[config.mk]
export PLATFORM = sky130hd
export DESIGN_NAME = fetch_unit
export DESIGN_NICKNAME = d
export VERILOG_FILES = /design/src/rtl/fetch_unit_pkg.sv /design/src/rtl/fetch_queue.sv /design/src/rtl/fetch_unit.sv
export SDC_FILE = /design/constraint.sdc
export NUM_CORES = 1
export LEC_CHECK = 0
export CAP_MARGIN = 20
export CORE_MARGIN = 5
export CORE_UTILIZATION = 56
export DETAILED_ROUTE_END_ITERATION = 10
export PLACE_DENSITY = 0.86
export SETUP_SLACK_MARGIN = 0.4
export SLEW_MARGIN = 10
export SYNTH_ARGS = -nofsm -noshare
export SYNTH_HDL_FRONTEND = slang
export SYNTH_HIERARCHICAL = 1
export SYNTH_SLANG_ARGS = --single-unit
[constraint.sdc]
create_clock -name clk -period 17.9 [get_ports clk]
set_input_delay 2.685 -clock clk [delete_from_list [all_inputs] [get_ports clk]]
set_output_delay 2.685 -clock clk [all_outputs]
set_load 0.02 [all_outputs]
[src/rtl/fetch_unit_pkg.sv]
// Shared types for the instruction-fetch stage: queue entry layout and fetch FSM states.
package fetch_unit_pkg;

   localparam int unsigned XLEN        = 32;
   localparam int unsigned INSTR_BYTES = 4;

   typedef logic [XLEN-1:0] word_t;

   typedef struct packed {
      word_t instr;
      word_t pc;
   } fetch_entry_t;

   typedef enum logic [1:0] {
      S_BOOT,
      S_RUN,
      S_FAULT
   } fetch_state_e;

endpackage

[src/rtl/fetch_queue.sv]
// Small synchronous FIFO of fetch entries with flush; push and pop may coincide at any fill level.
module fetch_queue
   import fetch_unit_pkg::*;
#(
   parameter int unsigned DEPTH = 2,
   localparam int unsigned AW = $clog2(DEPTH),
   localparam int unsigned CW = $clog2(DEPTH + 1)
) (
   input  logic          clk,
   input  logic          rst,
   input  logic          flush_i,
   input  logic          push_i,
   input  fetch_entry_t  entry_i,
   input  logic          pop_i,
   output fetch_entry_t  head_o,
   output logic [CW-1:0] count_o
);

   logic [AW-1:0] wr_ptr_q;
   logic [AW-1:0] rd_ptr_q;
   logic [CW-1:0] count_q;
   fetch_entry_t  mem_q [DEPTH];
   logic          do_push;
   logic          do_pop;

   // A push at full is only legal when the head leaves in the same cycle.
   assign do_pop  = pop_i && (count_q != '0);
   assign do_push = push_i && ((count_q != CW'(DEPTH)) || do_pop);

   always_ff @(posedge clk or posedge rst) begin
      if (rst) begin
         wr_ptr_q <= '0;
         rd_ptr_q <= '0;
         count_q  <= '0;
      end else if (flush_i) begin
         wr_ptr_q <= '0;
         rd_ptr_q <= '0;
         count_q  <= '0;
      end else begin
         if (do_push) wr_ptr_q <= wr_ptr_q + AW'(1);
         if (do_pop)  rd_ptr_q <= rd_ptr_q + AW'(1);
         count_q <= count_q + CW'(do_push) - CW'(do_pop);
      end
   end

   always_ff @(posedge clk) begin
      if (do_push && !flush_i) mem_q[wr_ptr_q] <= entry_i;
   end

   assign head_o  = mem_q[rd_ptr_q];
   assign count_o = count_q;

endmodule

[src/rtl/fetch_unit.sv]
// RV32I instruction fetch: owns the PC, issues word requests, queues in-order responses
// for decode and squashes in-flight responses on redirect.
module fetch_unit
   import fetch_unit_pkg::*;
#(
   parameter logic [31:0] RESET_PC = 32'h0000_0000,
   parameter int unsigned DEPTH    = 2
) (
   input  logic            clk,
   input  logic            rst,
   output logic            imem_req_valid,
   input  logic            imem_req_ready,
   output logic [XLEN-1:0] imem_req_addr,
   input  logic            imem_rsp_valid,
   input  logic [XLEN-1:0] imem_rsp_data,
   input  logic            redirect_valid,
   input  logic [XLEN-1:0] redirect_pc,
   output logic            instr_valid,
   input  logic            instr_ready,
   output logic [XLEN-1:0] instr,
   output logic [XLEN-1:0] instr_pc,
   output logic [XLEN-1:0] instr_pc_plus4,
   output logic            fetch_fault
);

   localparam int unsigned CW = $clog2(DEPTH + 1);
   localparam int unsigned OW = CW + 1;

   fetch_state_e  state_q,       state_d;
   word_t         fetch_pc_q,    fetch_pc_d;
   word_t         resp_pc_q,     resp_pc_d;
   logic [CW-1:0] outstanding_q, outstanding_d;
   logic [CW-1:0] kill_q,        kill_d;

   logic [CW-1:0] q_count;
   fetch_entry_t  q_head;
   fetch_entry_t  q_entry;
   logic [OW-1:0] occupancy;
   logic          req_hs;
   logic          rsp_kill;
   logic          q_push;
   logic          q_pop;

   // Credit check counts both queued entries and requests still in flight.
   assign occupancy      = OW'(q_count) + OW'(outstanding_q);
   assign imem_req_valid = (state_q == S_RUN) && !redirect_valid && (occupancy < OW'(DEPTH));
   assign imem_req_addr  = fetch_pc_q;

   assign req_hs   = imem_req_valid && imem_req_ready;
   assign rsp_kill = imem_rsp_valid && (kill_q != '0);
   assign q_push   = imem_rsp_valid && !rsp_kill && !redirect_valid;
   assign q_pop    = instr_valid && instr_ready && !redirect_valid;
   assign q_entry  = '{instr: imem_rsp_data, pc: resp_pc_q};

   fetch_queue #(
      .DEPTH (DEPTH)
   ) u_queue (
      .clk     (clk),
      .rst     (rst),
      .flush_i (redirect_valid),
      .push_i  (q_push),
      .entry_i (q_entry),
      .pop_i   (q_pop),
      .head_o  (q_head),
      .count_o (q_count)
   );

   always_ff @(posedge clk or posedge rst) begin
      if (rst) begin
         state_q       <= S_BOOT;
         fetch_pc_q    <= RESET_PC;
         resp_pc_q     <= RESET_PC;
         outstanding_q <= '0;
         kill_q        <= '0;
      end else begin
         state_q       <= state_d;
         fetch_pc_q    <= fetch_pc_d;
         resp_pc_q     <= resp_pc_d;
         outstanding_q <= outstanding_d;
         kill_q        <= kill_d;
      end
   end

   always_comb begin
      state_d       = state_q;
      fetch_pc_d    = fetch_pc_q;
      resp_pc_d     = resp_pc_q;
      kill_d        = kill_q;
      outstanding_d = outstanding_q + CW'(req_hs) - CW'(imem_rsp_valid);

      if (state_q == S_BOOT) state_d = S_RUN;
      if (req_hs)            fetch_pc_d = fetch_pc_q + XLEN'(INSTR_BYTES);
      if (rsp_kill)          kill_d = kill_q - CW'(1);
      if (q_push)            resp_pc_d = resp_pc_q + XLEN'(INSTR_BYTES);

      // Everything still in flight after this edge belongs to the old path.
      if (redirect_valid) begin
         kill_d    = outstanding_d;
         resp_pc_d = redirect_pc;
         if (redirect_pc[1:0] != 2'b00) begin
            state_d = S_FAULT;
         end else begin
            state_d    = S_RUN;
            fetch_pc_d = redirect_pc;
         end
      end
   end

   // Head fields read as zero while the queue is empty.
   assign instr_valid    = (q_count != '0);
   assign instr          = instr_valid ? q_head.instr : '0;
   assign instr_pc       = instr_valid ? q_head.pc : '0;
   assign instr_pc_plus4 = instr_valid ? (q_head.pc + XLEN'(INSTR_BYTES)) : '0;
   assign fetch_fault    = (state_q == S_FAULT);

endmodule

==> results of run 1 <==
-- worst paths after layout --
path	slack (ns)	endpoint	depth (start not counted)	start
max reg2reg	15.10	imem_req_addr[26]$_DFF_PP0_	7	u_queue/count_o[0]$_DFF_PP0_
max	10.81	imem_req_valid	5	redirect_valid
max in group asynchronous	14.49	resp_pc_q[16]$_DFFE_PP0N_	3	rst
min reg2reg	0.49	imem_req_addr[0]$_DFFE_PP0P_	1	imem_req_addr[0]$_DFFE_PP0P_
min	0.49	imem_req_addr[0]$_DFFE_PP0P_	1	imem_req_addr[0]$_DFFE_PP0P_
min in group asynchronous	2.44	u_queue/count_o[1]$_DFF_PP0_	2	rst
-- sequential cells by signal, summed over array words and instances, names as in the netlist --
signal            cells
imem_req_addr        32
resp_pc_q            32
u_queue/count_o       2
u_queue/rd_ptr_q      1
outstanding_q         2
kill_q                2
state_q               2
u_queue/mem_q       128
u_queue/wr_ptr_q      1
-- placed cells by master, fill, tap and decap left out, types with 3 or more instances in the layout --
cell | synthesis | routed
clkdlybuf4s50_1 | 0 | 199
edfxtp_1 | 128 | 128
nand2_1 | 85 | 85
dfrtp_1 | 74 | 73
and2_1 | 66 | 66
o21ai_0 | 57 | 57
mux2_1 | 55 | 55
xnor2_1 | 48 | 48
nor2_1 | 49 | 48
xor2_1 | 39 | 39
nand3_1 | 33 | 33
clkbuf_16 | 0 | 23
nand4_1 | 22 | 22
nor3_1 | 19 | 18
inv_1 | 17 | 16
and3_1 | 16 | 16
mux2_2 | 12 | 12
nor4_1 | 9 | 9
ha_1 | 8 | 8
buf_4 | 2 | 8
clkbuf_1 | 24 | 7
o21ai_1 | 6 | 6
and4_1 | 6 | 6
a21oi_1 | 6 | 6
nor2b_1 | 5 | 5
nor4_4 | 4 | 4
clkinv_2 | 0 | 4
or3_1 | 3 | 3
nand3_2 | 3 | 3
-- power by group --
group | internal [mW] | switching, mW
Combinational | 0.125 | 0.144
Clock | 0.258 | 0.174
Sequential | 0.536 | 0.0349
-- Yosys cell counts (3+ instances only) --
cell type / number
nor2_1: 49
and2_1: 66
xor2_1: 39
o21ai_0: 57
nand2_1: 85
mux2_2: 12
mux2_1: 55
or3_1: 3
nor4_4: 4
nor3b_1: 3
nor3_1: 19
and3_1: 16
dfrtp_1: 74
edfxtp_1: 128
xnor2_1: 48
nand4_1: 22
o21ai_1: 6
nor4_1: 9
clkbuf_1: 24
nand3_2: 3
and4_1: 6
nand3_1: 33
buf_6: 5
buf_2: 6
inv_1: 17
nor2b_1: 5
a21oi_1: 6
ha_1: 8
-- final cells by class --
type                            instances  area, um^2  area share (%)
Clock buffer                           32         629            4.93
Clock inverter                          8        68.8           0.539
Tap cell                              225         282            2.21
Timing Repair Buffer                  208        2060            16.1
Inverter                               18        67.6           0.530
Sequential cell                       202        5700            44.6
Multi-Input combinational cell        576        3960            31.0
-- cells by family (layout without fill, tap and decap cells) --
| logic type | count (synthesis) | count (layout) | synth area share, % |
|---|---|---|---|
| compound gates | 74 | 74 | 4.02 |
| xor+xnor | 87 | 87 | 7.70 |
| fa+ha+maj | 9 | 9 | 1.21 |
| buf+inv | 55 | 266 | 2.62 |
| flops | 202 | 202 | 57.5 |
| mux | 70 | 70 | 7.97 |
| simple gates | 336 | 336 | 19.0 |
-- routing by layer --
metal / track usage, % / part of all wire (%) / wire [um] / vias to the layer above
met1: 30.3 / 42 / 9520 / 3328
met2: 37.2 / 48 / 10800 / 257
met5: 0 / 0 / 0 / -
met3: 4.42 / 9.0 / 2050 / 26
li1: - / - / - / 3337
met4: 4.65 / 1.3 / 297 / 0
-- through the flow --
step	std cells	instance area, um^2	hold slack, ns	total power, mW	utilization, %
6_report	1269	12800	0.487	1.27	73.8
5_1_grt	1269	12800	0.517	1.33	73.8
4_1_cts	1269	12800	0.489	1.28	73.8
2_1_floorplan	833	9900	0.438	0.722	-
3_5_place_dp	1229	12100	0.474	0.847	69.7
3_3_place_gp	1229	12100	0.472	0.840	69.7
==> out/metrics.cfg, run 1 <==
[outcome]
status = finished, final reports clean

[synth]
synth.area.top_cells = edfxtp_1, dfrtp_1, mux2_1, xnor2_1, and2_1
syn_area_per_cell_um2 = 11.9
ys_warn_count = 6
syn_inst = 833
yosysSeqAreaShare_pct = 57.5
ys.flop_type = edfxtp_1
synth_area_um2 = 9900
synth_top_area_cell = edfxtp_1
yosys.cell_types.count = 49
synth_edf_count = 128
synth_top_area_share_pct = 38.8
ys_ff_latch = 202
synth_nets = 912
async_reset_ff_share_pct = 36.6

[critical_path]
critical_path_class = in -> out
crit_required_ns = 15.21
cp_max_fo = 80
cp_slowest_cell = clkdlybuf4s50_1
crit_family = buffers and inverters
cp_slowest_stage_delay_ns = 0.62
path_cells = buf_2, buf_4, nor4b_4, nor2b_1, clkdlybuf4s50_1
worstPathArrival_ns = 4.41
crit_buf_inv = 3
critPathLaunchType = primary input
end_kind = primary output

[sta]
slew_violations = 0
grt_setup_unrepaired = false
period_share_pct = 39.6
fmax_ghz = 0.141
finalHoldViolCount = 0
tns_ns = 0
worst_pin_slew_ns = 0.903
slew_headroom_pct = 39.8
period_needed_ns = 7.09
fin_skew_ns = 0.0119
setup_viol = 0
layout_setup_ws_ns = 10.81

[route]
route.detailed.drc = 0
first_iter_violations = 482
avgViaCountPerCell = 5.48
vias = 6948
post_drt_wl_per_cell_um = 17.9
postRouteAntennaNets = 0
routed_wl_um = 22700
first_pass_iters = 5

[final_layout]
n_fill_cell = 1173
area_growth_pct = 28.9
nNetsFinal = 1107
diodes = 0
drive_gt1_share_pct = 7.66

[die]
die_area_um2 = 20400
die_x_um = 143
chipHeight_um = 143
std_cell_rows = 48
start_util_pct = 57.2
num_io_pins = 201
core_um2 = 17300

[power]
powerDensity_nw_per_um2 = 99.7
cellLeakagePower_nw = 4.55
peakVddDrop_uv = 68.0

[global_routing]
antenna_found_initial = 0
grt_max_degree = 81
track_usage_pct = 22.2
grt_first_pass_wirelength_um = 36400
overflow = 0
grt_pass1_vias = 7012

[clock_network]
cts.clk_slew.worst_paths_ns = 0.06
cts.sinks = 202
cts_made_buffers = 22
clk_latency_ns = 0.49
cts_root_buf = clkbuf_16
cts_max_level = 1
cts_max_path_buffers = 3
holdBufCountCts = 0
cts_tree = done
cts_setup_buffers = 0
cts_resized = 0

[place]
dpl_worst_slack_ns = 10.83
place.gp.congestion = 0.868
dp_hpwl_um = 15500
io_buffers = 200

[run]
drv_cap = 0

[hold_path]
hold_class = reg -> reg

Note: power is estimated with default switching activity, not from simulation.
==> run 2: changes to the inputs <==
Settings changed: CORE_UTILIZATION 56 to 52, PLACE_DENSITY 0.86 to 0.81.
Clock period 17.9 ns to 6.9 ns, I/O delays scaled along.
==> out/metrics.cfg, run 2 (same netlist as run 1, synthesis figures left out) <==
[outcome]
status = finished, final reports clean  ; unchanged

[route]
wl_met3_um = 2000  ; was 2050 um
routed_wl_um = 22800  ; was 22700 um
postRouteAntennaNets = 0  ; unchanged
first_pass_iters = 5  ; unchanged
top_layer = met4  ; unchanged
wl_met2_um = 10000  ; was 10800 um
vias = 6897  ; was 6948
m1WireLength_um = 10500  ; was 9520 um
first_iter_violations = 383  ; was 482
route.detailed.drc = 0  ; unchanged
post_drt_wl_per_cell_um = 17.9  ; about the same
avgViaCountPerCell = 5.41  ; was 5.48

[final_layout]
largest_reg_flops = 128  ; unchanged
stdcell_area_um2 = 12800  ; about the same
area_growth_pct = 29.0  ; was 28.9%
top_register = u_queue/mem_q  ; unchanged
layout_common_cells = clkdlybuf4s50_1, edfxtp_1, nand2_1, dfrtp_1, and2_1  ; unchanged
diodes = 0  ; unchanged
nNetsFinal = 1106  ; was 1107
final_common_cell = clkdlybuf4s50_1  ; unchanged
drive_gt1_share_pct = 7.68  ; was 7.66%

[die]
core_um2 = 18700  ; was 17300 um^2
die_x_um = 148  ; was 143 um
die_area_um2 = 21900  ; was 20400 um^2
chipHeight_um = 148  ; was 143 um
std_cell_rows = 50  ; was 48
num_io_pins = 201  ; unchanged
start_util_pct = 52.9  ; was 57.2%

[sta]
period_needed_ns = 5.12
whs_ns = 0.493  ; was 0.487 ns
fmax_ghz = 0.195
slew_violations = 0  ; unchanged
worst_pin_slew_ns = 1.10  ; was 0.903 ns
grt_setup_unrepaired = false  ; unchanged
setup_viol = 0  ; unchanged
period_share_pct = 74.2
slew_headroom_pct = 26.4  ; was 39.8%
tns_ns = 0  ; unchanged
fin_skew_ns = 0.0201  ; was 0.0119 ns
finalHoldViolCount = 0  ; unchanged

[clock_network]
cts_max_level = 1  ; unchanged
holdBufCountCts = 0  ; unchanged
cts.sinks = 202  ; unchanged
cts_max_path_buffers = 3  ; unchanged
cts_tree = done  ; unchanged
cts_root_buf = clkbuf_16  ; unchanged
cts_setup_buffers = 0  ; unchanged
cts.clk_slew.worst_paths_ns = 0.06  ; about the same
cts_made_buffers = 21  ; was 22
cts_resized = 0  ; unchanged
clk_latency_ns = 0.49  ; about the same

[place]
place.gp.congestion = 0.833  ; was 0.868
io_buffers = 200  ; unchanged
placed_area_um2 = 12100  ; about the same
dp_hpwl_um = 16000  ; was 15500 um

[power]
cellLeakagePower_nw = 4.56  ; was 4.55 nW
p_int_mw = 2.37  ; was 0.920 mW
peakVddDrop_uv = 181  ; was 68.0 uV
pwr-share-seq_pct = 45.1  ; was 44.9%
totalPowerFinal_mw = 3.29  ; was 1.27 mW
pwr-share-comb_pct = 21.2  ; about the same
switching_power_mw = 0.911  ; was 0.353 mW
p_sw_share_pct = 27.7  ; about the same
powerDensity_nw_per_um2 = 257  ; was 99.7 nW/um^2
p_clk_share_pct = 33.7  ; was 34.0%

[hold_path]
hold_class = reg -> reg  ; unchanged
holdPathEnd = imem_req_addr[0]$_DFFE_PP0P_  ; unchanged
hold_depth = 1  ; unchanged
hp-start = imem_req_addr[0]$_DFFE_PP0P_  ; unchanged

[critical_path]
critPathLaunchType = flop  ; was primary input
cp_slowest_stage_delay_ns = 1.08  ; was 0.62 ns
reg2regPathDepth = 11  ; was 7
critical_path_class = reg -> out  ; was in -> out
cp_slowest_cell = dfrtp_2  ; was clkdlybuf4s50_1
end_kind = primary output  ; unchanged
timing.rr.end = kill_q[1]$_DFFE_PP0P_  ; was imem_req_addr[26]$_DFF_PP0_
crit_required_ns = 5.86  ; was 15.21 ns
rrSetupSlack_ns = 4.11  ; was 15.10 ns
cp_max_fo = 46  ; was 80
path_cells = mux2_1, nand4_4, nor4_4, nand3_2, or3_1, a21oi_1, clkdlybuf4s50_1  ; was buf_2, buf_4, nor4b_4, nor2b_1, clkdlybuf4s50_1
worstPathArrival_ns = 4.08  ; was 4.41 ns
r2r-start = u_queue/count_o[0]$_DFF_PP0_  ; unchanged

[global_routing]
grt_max_degree = 81  ; unchanged
overflow = 0  ; unchanged
grt_pass1_vias = 6972  ; was 7012
antenna_found_initial = 0  ; unchanged
track_usage_pct = 20.9  ; was 22.2%
grt_first_pass_wirelength_um = 37100  ; was 36400 um

[run]
drv_cap = 0  ; unchanged

[run 2: changes by cell type in the layout (fill, tap and decap cells not counted)]
| cell | before | now |
|---|---|---|
| clkbuf_1 | 7 | 4 |
| clkinv_2 | 4 | 1 |
| inv_4 | 0 | 1 |
| nor3b_4 | 0 | 1 |
| nor3b_2 | 1 | 0 |
| nor3_4 | 0 | 1 |
| nor3_2 | 1 | 0 |
| clkbuf_8 | 2 | 5 |
| bufinv_16 | 1 | 0 |
[run 2: how the worst max path moves through the flow]
stage,start,to
floorplan,redirect_valid,u_queue/mem_q[1][0]$_DFFE_PP_
global placement,u_queue/rd_ptr_q$_DFFE_PP0P_,instr_pc_plus4[31]
detailed placement,u_queue/rd_ptr_q$_DFFE_PP0P_,instr_pc_plus4[31]
CTS,u_queue/rd_ptr_q$_DFFE_PP0P_,instr_pc_plus4[31]
global route,u_queue/rd_ptr_q$_DFFE_PP0P_,instr_pc_plus4[31]
finish,u_queue/rd_ptr_q$_DFFE_PP0P_,instr_pc_plus4[31]
[run 2: power by group through the flow]
stage / registers [mW] / clock network, mW / logic, mW
after floorplan: 1.52 / 0 / 0.356
after global placement: 1.50 / 0 / 0.691
after detailed placement: 1.50 / 0 / 0.702
after CTS: 1.48 / 1.13 / 0.705
after global routing: 1.50 / 1.18 / 0.757
final: 1.48 / 1.11 / 0.696
[run 2: layer usage]
layer,vias to the layer above,track usage [%]
li1,3341,-
met1,3264,31.1
met2,269,31.4
met3,23,4.81
met4,0,4.62
met5,-,0
[run 2: layout make-up]
type	instances	area, um^2
inverter	18	67.6
sequential	202	5700
clock inverter	5	30.0
multi-input combinational	576	3970
timing repair buffer	208	2060
tap	234	293
clock buffer	32	659
fill	1375	5930
[run 2: worst max-delay path, delay by kind of cell, from the launching register on]
kind                   cells  cell delay, ns
flip-flops                 1            1.08
buffers and inverters      1            0.62
AND/OR/NAND/NOR            4            1.31
AO/OA/AOI/OAI              1            0.16
multiplexers               1            0.41
[run 2: per-stage QoR]
step | cells | utilization (%) | setup slack [ns]
after floorplan | 833 | - | 2.00
after global placement | 1238 | 64.6 | 2.31
after detailed placement | 1238 | 64.6 | 2.28
after CTS | 1275 | 68.3 | 1.75
after global routing | 1275 | 68.3 | 1.58
final | 1275 | 68.3 | 1.78
